<file path="config.mk">
export PLATFORM = sky130hd
export DESIGN_NAME = pkt_write_arbiter
export DESIGN_NICKNAME = d
export VERILOG_FILES = /design/src/rtl/pkt_write_arbiter.sv
export SDC_FILE = /design/constraint.sdc
export NUM_CORES = 1
export LEC_CHECK = 0
export BUFFER_PORTS_ARGS = -buffer_cell sky130_fd_sc_hd__buf_2
export CAP_MARGIN = 20
export CORE_AREA = 8 8 457 459
export DETAILED_ROUTE_END_ITERATION = 10
export DIE_AREA = 0 0 465 467
export GPL_ROUTABILITY_DRIVEN = 0
export PLACE_DENSITY = 0.3
export SYNTH_ARGS = -nofsm -noshare
export SYNTH_HDL_FRONTEND = slang
export SYNTH_SLANG_ARGS = --single-unit
</file>
<file path="constraint.sdc">
create_clock -name clk -period 20.8 [get_ports clk]
set_input_delay 1.04 -clock clk [delete_from_list [all_inputs] [get_ports clk]]
set_output_delay 1.04 -clock clk [all_outputs]
set_load 0.02 [all_outputs]
</file>
<file path="src/rtl/pkt_write_arbiter.sv">
// Packet-level N:1 write arbiter: strict-priority or weighted round-robin grant,
// locked per packet, forwarded through a registered output stage with backpressure.
module pkt_write_arbiter #(
  parameter int NUM_PORTS = 16,
  parameter int DATA_W    = 64,
  parameter int PRI_W     = 3,
  parameter int DES_W     = 4,
  parameter int WEIGHT_W  = 4,
  parameter int PORT_W    = $clog2(NUM_PORTS)
) (
  input  logic                            clk,
  input  logic                            rst,
  input  logic                            sp0_wrr1,
  input  logic [(2**PRI_W)*WEIGHT_W-1:0]  weight_cfg,
  input  logic [NUM_PORTS-1:0]            in_vld,
  input  logic [NUM_PORTS-1:0]            in_sop,
  input  logic [NUM_PORTS-1:0]            in_eop,
  input  logic [NUM_PORTS*DATA_W-1:0]     in_data,
  output logic [NUM_PORTS-1:0]            in_ready,
  output logic                            out_vld,
  output logic                            out_sop,
  output logic                            out_eop,
  output logic [DATA_W-1:0]               out_data,
  output logic [PORT_W-1:0]               out_port,
  output logic [DES_W-1:0]                out_des_port,
  output logic [PRI_W-1:0]                out_priority,
  input  logic                            out_ready,
  output logic                            busy
);

  typedef enum logic {IDLE, XFER} state_t;

  state_t              state_q, state_d;
  logic [PORT_W-1:0]   grant_q, grant_d;
  logic [PORT_W-1:0]   last_q, last_d;
  logic [WEIGHT_W-1:0] credit_q, credit_d;
  logic [PRI_W-1:0]    pri_q, pri_d;
  logic [DES_W-1:0]    des_q, des_d;
  logic                out_vld_q, out_vld_d;
  logic                out_sop_q, out_sop_d;
  logic                out_eop_q, out_eop_d;
  logic [DATA_W-1:0]   out_data_q, out_data_d;
  logic [PORT_W-1:0]   out_port_q, out_port_d;
  logic [DES_W-1:0]    out_des_q, out_des_d;
  logic [PRI_W-1:0]    out_pri_q, out_pri_d;

  logic [DATA_W-1:0]   data_arr [NUM_PORTS];
  logic [PRI_W-1:0]    pri_arr  [NUM_PORTS];
  logic [DES_W-1:0]    des_arr  [NUM_PORTS];
  logic [NUM_PORTS-1:0] cand;

  logic                win_found;
  logic [PORT_W-1:0]   win_port;
  logic [WEIGHT_W-1:0] win_credit;
  logic [PRI_W-1:0]    best_pri;
  logic [WEIGHT_W-1:0] wt_sel;
  int                  scan_idx;
  logic                grant_rdy;
  logic                accept;

  generate
    for (genvar gi = 0; gi < NUM_PORTS; gi++) begin : g_unpack
      assign data_arr[gi] = in_data[gi*DATA_W +: DATA_W];
      assign pri_arr[gi]  = data_arr[gi][DES_W+PRI_W-1:DES_W];
      assign des_arr[gi]  = data_arr[gi][DES_W-1:0];
    end
  endgenerate

  assign cand      = in_vld & in_sop;
  assign grant_rdy = !out_vld_q || out_ready;
  assign accept    = (state_q == XFER) && in_vld[grant_q] && grant_rdy;

  // Winner selection; only consumed while IDLE, so mode/weights are sampled at grant time.
  always_comb begin
    win_found  = 1'b0;
    win_port   = '0;
    win_credit = '0;
    best_pri   = '0;
    wt_sel     = '0;
    scan_idx   = 0;
    if (!sp0_wrr1) begin
      for (int i = 0; i < NUM_PORTS; i++) begin
        if (cand[i] && (!win_found || pri_arr[i] > best_pri)) begin
          win_found = 1'b1;
          win_port  = PORT_W'(i);
          best_pri  = pri_arr[i];
        end
      end
    end else if (credit_q != '0 && cand[last_q]) begin
      win_found  = 1'b1;
      win_port   = last_q;
      win_credit = credit_q - WEIGHT_W'(1);
    end else begin
      for (int k = 1; k <= NUM_PORTS; k++) begin
        scan_idx = (int'(last_q) + k) % NUM_PORTS;
        if (!win_found && cand[scan_idx]) begin
          win_found = 1'b1;
          win_port  = PORT_W'(scan_idx);
        end
      end
      wt_sel     = weight_cfg[pri_arr[win_port]*WEIGHT_W +: WEIGHT_W];
      win_credit = (wt_sel == '0) ? '0 : wt_sel - WEIGHT_W'(1);
    end
  end

  always_comb begin
    state_d = state_q;
    case (state_q)
      IDLE:    if (win_found) state_d = XFER;
      XFER:    if (accept && in_eop[grant_q]) state_d = IDLE;
      default: state_d = IDLE;
    endcase
  end

  always_comb begin
    grant_d    = grant_q;
    last_d     = last_q;
    credit_d   = credit_q;
    pri_d      = pri_q;
    des_d      = des_q;
    out_vld_d  = out_vld_q && !out_ready;
    out_sop_d  = out_sop_q;
    out_eop_d  = out_eop_q;
    out_data_d = out_data_q;
    out_port_d = out_port_q;
    out_des_d  = out_des_q;
    out_pri_d  = out_pri_q;
    if (state_q == IDLE && win_found) begin
      grant_d  = win_port;
      last_d   = win_port;
      credit_d = win_credit;
      pri_d    = pri_arr[win_port];
      des_d    = des_arr[win_port];
    end
    // A new beat may load in the same cycle the previous one drains.
    if (accept) begin
      out_vld_d  = 1'b1;
      out_sop_d  = in_sop[grant_q];
      out_eop_d  = in_eop[grant_q];
      out_data_d = data_arr[grant_q];
      out_port_d = grant_q;
      out_des_d  = des_q;
      out_pri_d  = pri_q;
    end
  end

  always_comb begin
    in_ready = '0;
    if (rst && state_q == XFER) in_ready[grant_q] = grant_rdy;
    busy = rst && (state_q != IDLE || out_vld_q);
  end

  always_ff @(posedge clk) begin
    if (!rst) begin
      state_q    <= IDLE;
      grant_q    <= '0;
      last_q     <= PORT_W'(NUM_PORTS-1);
      credit_q   <= '0;
      pri_q      <= '0;
      des_q      <= '0;
      out_vld_q  <= 1'b0;
      out_sop_q  <= 1'b0;
      out_eop_q  <= 1'b0;
      out_data_q <= '0;
      out_port_q <= '0;
      out_des_q  <= '0;
      out_pri_q  <= '0;
    end else begin
      state_q    <= state_d;
      grant_q    <= grant_d;
      last_q     <= last_d;
      credit_q   <= credit_d;
      pri_q      <= pri_d;
      des_q      <= des_d;
      out_vld_q  <= out_vld_d;
      out_sop_q  <= out_sop_d;
      out_eop_q  <= out_eop_d;
      out_data_q <= out_data_d;
      out_port_q <= out_port_d;
      out_des_q  <= out_des_d;
      out_pri_q  <= out_pri_d;
    end
  end

  assign out_vld      = out_vld_q;
  assign out_sop      = out_sop_q;
  assign out_eop      = out_eop_q;
  assign out_data     = out_data_q;
  assign out_port     = out_port_q;
  assign out_des_port = out_des_q;
  assign out_priority = out_pri_q;

endmodule

</file>
; ---- Word level (Yosys, flattened, before mapping)
; Cells that the tools add are included.
[totals]
word_cells = 419
output_inout_bits = 95
in_bits = 1108
ff_bits = 98
[op_classes]
bitwise_logic = 22
n_mux = 222
magnitude_cmp = 37
n_reduce_logical = 106
addsub = 18
n_shift = 1
[op_table]
columns = op, n
row1 = $bmux W64 S4, 1
row2 = $mux W4, 39
row3 = $mux W64, 2
row4 = $mux W1, 120
row5 = $mux W3, 34
row6 = $lt A5 B6 Y1 const B, 16
row7 = $bmux W1 S4, 20
row8 = $reduce_or A4 Y1, 16
row9 = $gt A3 B3 Y1, 15
row10 = $logic_and A1 B1 Y1, 39
row11 = $add A4 B4 Y4 const B, 8
row12 = $and A16 B16 Y16, 2
row13 = $logic_not A1 Y1, 32
row14 = $shiftx A32 B6 Y4, 1
row15 = $bmux W3 S4, 2
row16 = $logic_or A1 B1 Y1, 17
row17 = $add A4 B3 Y4 const B, 4
row18 = $and A1 B1 Y1 const A, 16
row19 = $bmux W4 S4, 1
row20 = $mux W16, 1
row21 = $ge A5 B5 Y1 const B, 3
row22 = $not A4 Y5, 3
row23 = $lt A4 B5 Y1 const B, 2
row24 = $add A4 B1 Y4 const B, 2
row25 = other kinds (8), 10

; ---- Logic depth before layout (Yosys ltp)
; Gate-level depths: netlist of the first run.
[depth]
word_depth = 93
ltp_mapped = 117
ltp_nobuf = 116

; ---- Least setup slack after synthesis of the first run
; Ideal clock, no wire load.
[synth_timing]
kind = in2reg
start = input in_sop[0]
end = register des_q[0]
setup_ns = 0.126
setup_slack_ns = -0.388
arrival_ns = 21.062
path_buffers = 1
required_ns = 20.674
stages = 110
cell_sequence = and2_1 nand2_1 ha_1 nor2b_1 o21ai_0 a211o_1 nand3_1 and2_1 ha_1 nor2b_1 o21a_1 o21ai_0 a211oi_1 a31oi_1 inv_1 ha_1 nor2b_1 o21ai_0 [74 not listed] a31oi_1 nor2_1 nor2_1 mux2_2 ha_1 a21o_1 a21oi_1 a31oi_1 a21oi_1 o21bai_1 nor2_1 nand3_1 o21ai_1 buf_2 mux2i_1 mux2i_1 o211ai_1 nand3_1
[synth_between]
elab_chain_len = 88
word_cells_on_any_way = 291
classes_between = order compare (15) / mux (197) / bitwise (2) / reduce/logical (77)
[synth_rtl]
columns = element, line_no
row1 = from (decl), 16  ; input logic [NUM_PORTS-1:0] in_sop,
row2 = $and A16 B16 Y16 (*), 69  ; assign cand = in_vld & in_sop;
row3 = "parallel branches: the longest is 87 deep, another holds $gt A3 B3 Y1", n/a
row4 = to (signal assigned), 174  ; des_q <= des_d;
row5 = to (decl), 38  ; logic [DES_W-1:0] des_q, des_d;
; Every way passes the cells marked *. The select of a mux whose other input is x is not followed.
; A chain may end at the register's enable or synchronous reset.

; ---- Final worst setup path of the first run
[layout_timing]
start = input in_vld[0]
end = register des_q[0]
[layout_between]
elab_chain_len = 88
word_cells_on_any_way = 291
classes_between = order compare (15) / mux (197) / bitwise (2) / reduce/logical (77)
[layout_rtl]
columns = element, line_no
row1 = from (decl), 15  ; input logic [NUM_PORTS-1:0] in_vld,
row2 = $and A16 B16 Y16 (*), 69
row3 = "parallel branches: the longest is 87 deep, another holds $gt A3 B3 Y1", n/a
; Marked as above.

==> results of run 1 <==
## state kept, by name (all words and copies together) (netlist names)
name and flops:
out_des_port 4, last_q 4, out_sop 1, out_vld 1, state_q 1, pri_q 3
credit_q 4, out_priority 3, grant_q 4, out_port 4, out_eop 1, out_data 64
des_q 4
## power breakdown
group | total, mW | switching (mW) | internal [mW]
combinational | 4.73 | 2.68 | 2.05
sequential | 0.325 | 0.0767 | 0.248
clock | 0.200 | 0.117 | 0.0834
total | 5.26 | 2.88 | 2.38
## layer usage
layer	part of all wire, %	vias to the layer above	GRT usage, %
met5	0.29	-	0
met4	2.3	82	3.76
met3	9.0	275	5.12
met2	48	1283	25.0
met1	40	11800	18.5
li1	-	9734	-
## worst max-delay path by stage
stage / to / slack [ps] / cells past startpoint
after floorplan: des_q[0] / 60 / 111
final: des_q[0] / 740 / 115
after global routing: pri_q[1] / -210 / 119
after CTS: pri_q[2] / 20 / 118
after detailed placement: pri_q[1] / -950 / 119
after global placement: des_q[1] / -750 / 119
## per-stage QoR
stage | TNS (ps) | cells | instance area (µm²) | setup slack, ps
floorplan | 0 | 1789 | 18300 | 63.7
global placement | -7070 | 5628 | 27900 | -750
detailed placement | -9770 | 5629 | 27900 | -949
CTS | 0 | 5651 | 28300 | 21.6
global route | -1410 | 5704 | 29300 | -211
finish | 0 | 5733 | 29400 | 738
## repair_timing
| item | in CTS | in global routing |
|---|---|---|
| setup buffers | 6 | 27 |
| pin swaps | 8 | 83 |
| hold buffers | 0 | 0 |
| resized for setup | 11 | 147 |
| gates cloned | 0 | 1 |
| endpoints found under the hold margin | 0 | 0 |
| endpoints found under the setup margin | 9 | 15 |
## worst reg2reg max path, cell delays in order (launching register included)
cell       delay, ps
dfxtp_2          320
buf_4            550
inv_1            180
ha_1             310
xnor2_1          730
o2111ai_1        270
and4_1           310
mux2i_2          530
or4b_1           650
nor3_4           470
and3_4           320
a221oi_1         120
a311oi_1         730
a221oi_1         120
a22o_1           310
mux2i_4          660
mux2_2           440
o22ai_1          150
nand3b_1         210
ha_1             200
a21boi_1         200
nand2_1          110
a32o_1           270
## cell usage in the layout (no fill, tap or decap), types with 8 or more instances in the layout
| cell type | instances |
|---|---|
| o21ai_0 | 30 |
| nor2b_4 | 8 |
| dfxtp_1 | 93 |
| a21oi_2 | 12 |
| o22ai_1 | 15 |
| a21boi_0 | 81 |
| mux4_2 | 355 |
| nor2b_1 | 9 |
| diode_2 | 55 |
| ha_4 | 19 |
| mux2_4 | 10 |
| nand2b_1 | 8 |
| a31oi_1 | 13 |
| clkbuf_16 | 10 |
| nor2_1 | 69 |
| o21ai_1 | 11 |
| buf_2 | 1202 |
| ha_1 | 25 |
| a211oi_1 | 12 |
| buf_6 | 13 |
| o21ai_2 | 10 |
| mux2i_1 | 92 |
| o2111ai_1 | 9 |
| nand4_1 | 13 |
| a21oi_1 | 32 |
| mux2_2 | 25 |
| o211ai_1 | 31 |
| nand3_1 | 46 |
| inv_1 | 41 |
| nand2_1 | 286 |
| a22oi_1 | 24 |
| buf_4 | 137 |
| nor3_1 | 16 |
| and2_1 | 22 |
## final cells by class
class	count	area, µm²	share of cell area (%)
tap	2672	3340	11.4
clock inverter	7	56.3	0.192
inverter	47	176	0.600
timing repair buffer	1356	7280	24.8
multi-input combinational	1489	16200	55.1
clock buffer	9	225	0.766
sequential	98	1980	6.73
antenna	55	138	0.468
## cells by family (layout without fill, tap and decap cells)
group | Yosys count | count (layout) | synth area share [%]
AND/OR/NAND/NOR | 549 | 549 | 13.7
multiplexers | 489 | 489 | 51.5
AO/OA/AOI/OAI | 389 | 389 | 15.3
buffers and inverters | 202 | 1419 | 4.75
flip-flops | 98 | 98 | 10.8
adder cells (fa/ha/maj) | 50 | 50 | 3.40
XOR/XNOR | 12 | 12 | 0.576
other | 0 | 55 | 0
==> results.yml, run 1 <==
outcome:
  outcome: "finished clean"
setup_path:
  cp_slowest_stage_delay_ps: 360
  path_buf_inv: 13
  r2r-start: "last_q[0]"
  critPathKind: "primary input to flop"
  slowest_stage: "mux2_4"
  critPathCaptureType: "flop"
  start_kind: "primary input"
  required_ps: 21150
  cp.arrival_ps: 20410
  worstRegToRegCells: 22
  path_max_fanout: 7
  cpMostUsedCell: "ha_4"
  rr_endpoint: "credit_q[0]"
  startpoint: "in_vld[0]"
  cp_top_family: "compound AO/OA/AOI/OAI gates"
  r2r_setup_slack_ps: 12540
yosys:
  ys_seq_area_share_pct: 10.8
  yosysMostFrequentCell: "mux4_2"
  ys_types: 93
  synth_fp_nets: 2945
  synth_largest_area_cell: "mux4_2"
  synth_area_leaders: "mux4_2, dfxtp_1, nand2_1"
  synth_edf_count: 0
  ys_async_sr_fraction_pct: 0
  yosysTopAreaCellShare_pct: 43.8
  synth_ff_type: "dfxtp_1"
  syn_inst: 1789
  synth-seq-cells: 98
  avgSynthCellArea_um2: 10.2
  syn_area_um2: 18200
  yosysWarnings: 0
  synthTopCellsByCount: "mux4_2, nand2_1, clkbuf_1, dfxtp_1, mux2i_1"
sta:
  min_period_ps: 20060
  slew_headroom_pct: 19.4
  post-route-period-util_pct: 96.5
  fmax_mhz: 49.8
  slew_viol_final: 0
  whs_ps: 462
  tightest_slew_ps: 1210
  hold_viol: 0
  finClkSkew_ps: 23.7
  finalSetupViolCount: 0
die:
  coreArea_um2: 201000
  row_count: 165
  initial_core_util_pct: 9.06
  die_w_um: 465
  ios: 1203
  die_y_um: 467
  dieArea_um2: 217000
route:
  wl_per_cell_um: 30.4
  vias: 23200
  vias_per_cell: 4.05
  postRouteAntennaNets: 0
  drcViolationCount: 0
  drtPass1Iterations: 5
  drt_iter0_markers: 2076
  drt-total-wl_um: 174000
power_and_ir_drop:
  powerDensity_nw_per_um2: 179
  p_leak_nw: 11.8
  irDropWorstVdd_v: 0.000355
  power_mw: 5.26
worst_hold_path:
  min-delay-start: "out_data[38]"
  min_path_cells: 2
  whs_endpoint: "out_data[38]"
  hold_class: "flop to flop"
clock_tree:
  cts-buffers-inserted: 9
  clk_pin_slew_ps: 100
  clock_sinks: 98
  clock-root-buffer: "clkbuf_16"
  cts_tree: "built"
  insertion_delay_ps: 460
  cts_buffer_depth: 2
  htreeDepth: 3
global_route:
  grt_overflow: 0
  first_global_vias: 23100
  antenna_found_initial: 162
  track_usage_pct: 15.0
  grt_pass1_wl_um: 223000
  grt_max_degree: 110
cells_and_area:
  nets: 4157
  fillers: 23100
  drive_gt1_share_pct: 62.9
  area_growth_pct: 61.1
  postLayoutCoreUtil_pct: 14.6
placement:
  hpwl_um: 153000
  numPortBuffers: 1202
run:
  max-cap-violations: 0
No activity file was read; power rests on OpenSTA's default activity.
==> inputs of run 2 (changes only) <==
PLACE_DENSITY = not set   (was 0.3)
==> results.yml, run 2 (same netlist as run 1, synthesis figures left out) <==
setup_path:
  cp.arrival_ps: 20740
  path_max_fanout: 8
  cp_slowest_stage_delay_ps: 370
  required_ps: 21120
  path_buf_inv: 17
  slowest_stage: "mux2_4"
  cpMostUsedCell: "o21ai_2"
  critPathCaptureType: "flop"
  cp_top_family: "compound AO/OA/AOI/OAI gates"
  critPathKind: "primary input to flop"
  start_kind: "primary input"
cells_and_area:
  nets: 4142
  area_growth_pct: 61.1
  multi_input_area_um2: 16100
  drive_gt1_share_pct: 62.6
  fillers: 22800
  largest_register_ffs: 64
  postLayoutCoreUtil_pct: 14.6
  final_cell_mix: "buf_2, mux4_2, nand2_1"
  final_area_um2: 29400
  layout_commonest_cell: "buf_2"
  regArea_um2: 1980
placement:
  place_area_um2: 27700
  hpwl_um: 181000
  numPortBuffers: 1202
sta:
  min_period_ps: 20420
  finalSetupViolCount: 0
  post-route-period-util_pct: 98.2
  tightest_slew_ps: 1230
  fmax_mhz: 49.0
  tns_ps: 0
  slew_headroom_pct: 17.2
  hold_viol: 0
  slew_viol_final: 0
  whs_ps: 465
  finClkSkew_ps: 20.1
global_route:
  track_usage_pct: 17.4
  grt_max_degree: 74
  grt_overflow: 0
  first_global_vias: 23600
  antenna_found_initial: 354
  grt_pass1_wl_um: 249000
power_and_ir_drop:
  p_leak_nw: 11.7
  powerDensity_nw_per_um2: 184
  irDropWorstVdd_v: 0.000382
clock_tree:
  cts_tree: "built"
  clk_pin_slew_ps: 90
  clock_sinks: 98
  cts_hold_repair.buffers: 0
  cts_buffer_depth: 2
  cts-buffers-inserted: 9
  clock-root-buffer: "clkbuf_16"
  htreeDepth: 3
  insertion_delay_ps: 450
worst_hold_path:
  hold_class: "flop to flop"
route:
  wl_per_cell_um: 35.1
  drt_iter0_markers: 2992
  vias: 25200
  postRouteAntennaNets: 0
  drt-total-wl_um: 203000
  drcViolationCount: 0
  vias_per_cell: 4.36
  drtPass1Iterations: 8
die:
  die_y_um: 467
  coreArea_um2: 201000
  initial_core_util_pct: 9.06
  dieArea_um2: 217000
  ios: 1203
  die_w_um: 465
  row_count: 165
run:
  max-cap-violations: 0
outcome:
  outcome: "finished clean"
[run 2: cell types whose count changed in the layout (fill, tap and decap cells not counted), moves of 4 or more]
cell     previous run  this run
buf_6              13         6
diode_2            55       124
ha_1               25        29
buf_4             137       125
nor2b_4             8         3
[run 2: per-stage QoR]
stage	cells	worst slack [ps]	total power, mW
after floorplan	1789	63.7	3.50
after global placement	5601	-512	4.81
after detailed placement	5601	-1500	4.91
after CTS	5629	26.6	5.20
after global routing	5727	-351	5.75
final	5787	380	5.42
[run 2: path summary, 6_finish.rpt]
check	from	to	slack [ps]	cells past startpoint
worst max-delay path	in_vld[0]	des_q[3]	380	118
worst min-delay path	out_data[53]	out_data[53]	460	2
worst min register to register	out_data[53]	out_data[53]	460	2
worst max register to register	last_q[1]	credit_q[0]	11480	20
[run 2: power breakdown]
| part | internal, mW | leakage, nW | switching [mW] |
|---|---|---|---|
| clock | 0.0840 | 0.142 | 0.117 |
| sequential | 0.248 | 0.803 | 0.0871 |
| combinational | 2.07 | 10.8 | 2.81 |
| total | 2.40 | 11.7 | 3.02 |
[run 2: final cells by class]
| cell class | count | share of cell area [%] |
|---|---|---|
| timing repair buffer | 1341 | 24.6 |
| multi-input combinational | 1489 | 54.7 |
| tap | 2672 | 11.4 |
| sequential | 98 | 6.73 |
| antenna | 124 | 1.06 |
| inverter | 47 | 0.600 |
| clock buffer | 9 | 0.766 |
| clock inverter | 7 | 0.209 |
[run 2: routing by layer]
layer	global-route usage, %	vias to the layer above	wire [µm]
met5	1.74	-	1440
met3	13.5	732	37700
met4	5.43	190	7980
met2	25.9	2449	86900
li1	-	9802	-
met1	18.8	12100	69000
[run 2: worst min-delay path, delay by kind of cell, from the launching register on]
family           cells  cell delay [ps]
flip-flops           1              310
AND/OR/NAND/NOR      1               40
AO/OA/AOI/OAI        1               60
[run 2: what timing repair did]
item / in CTS / in global routing
gates cloned: 2 / 3
gates resized for setup: 25 / 121
buffers inserted: 10 / 30
endpoints found under the setup margin: 15 / 15
pin swaps: 13 / 79
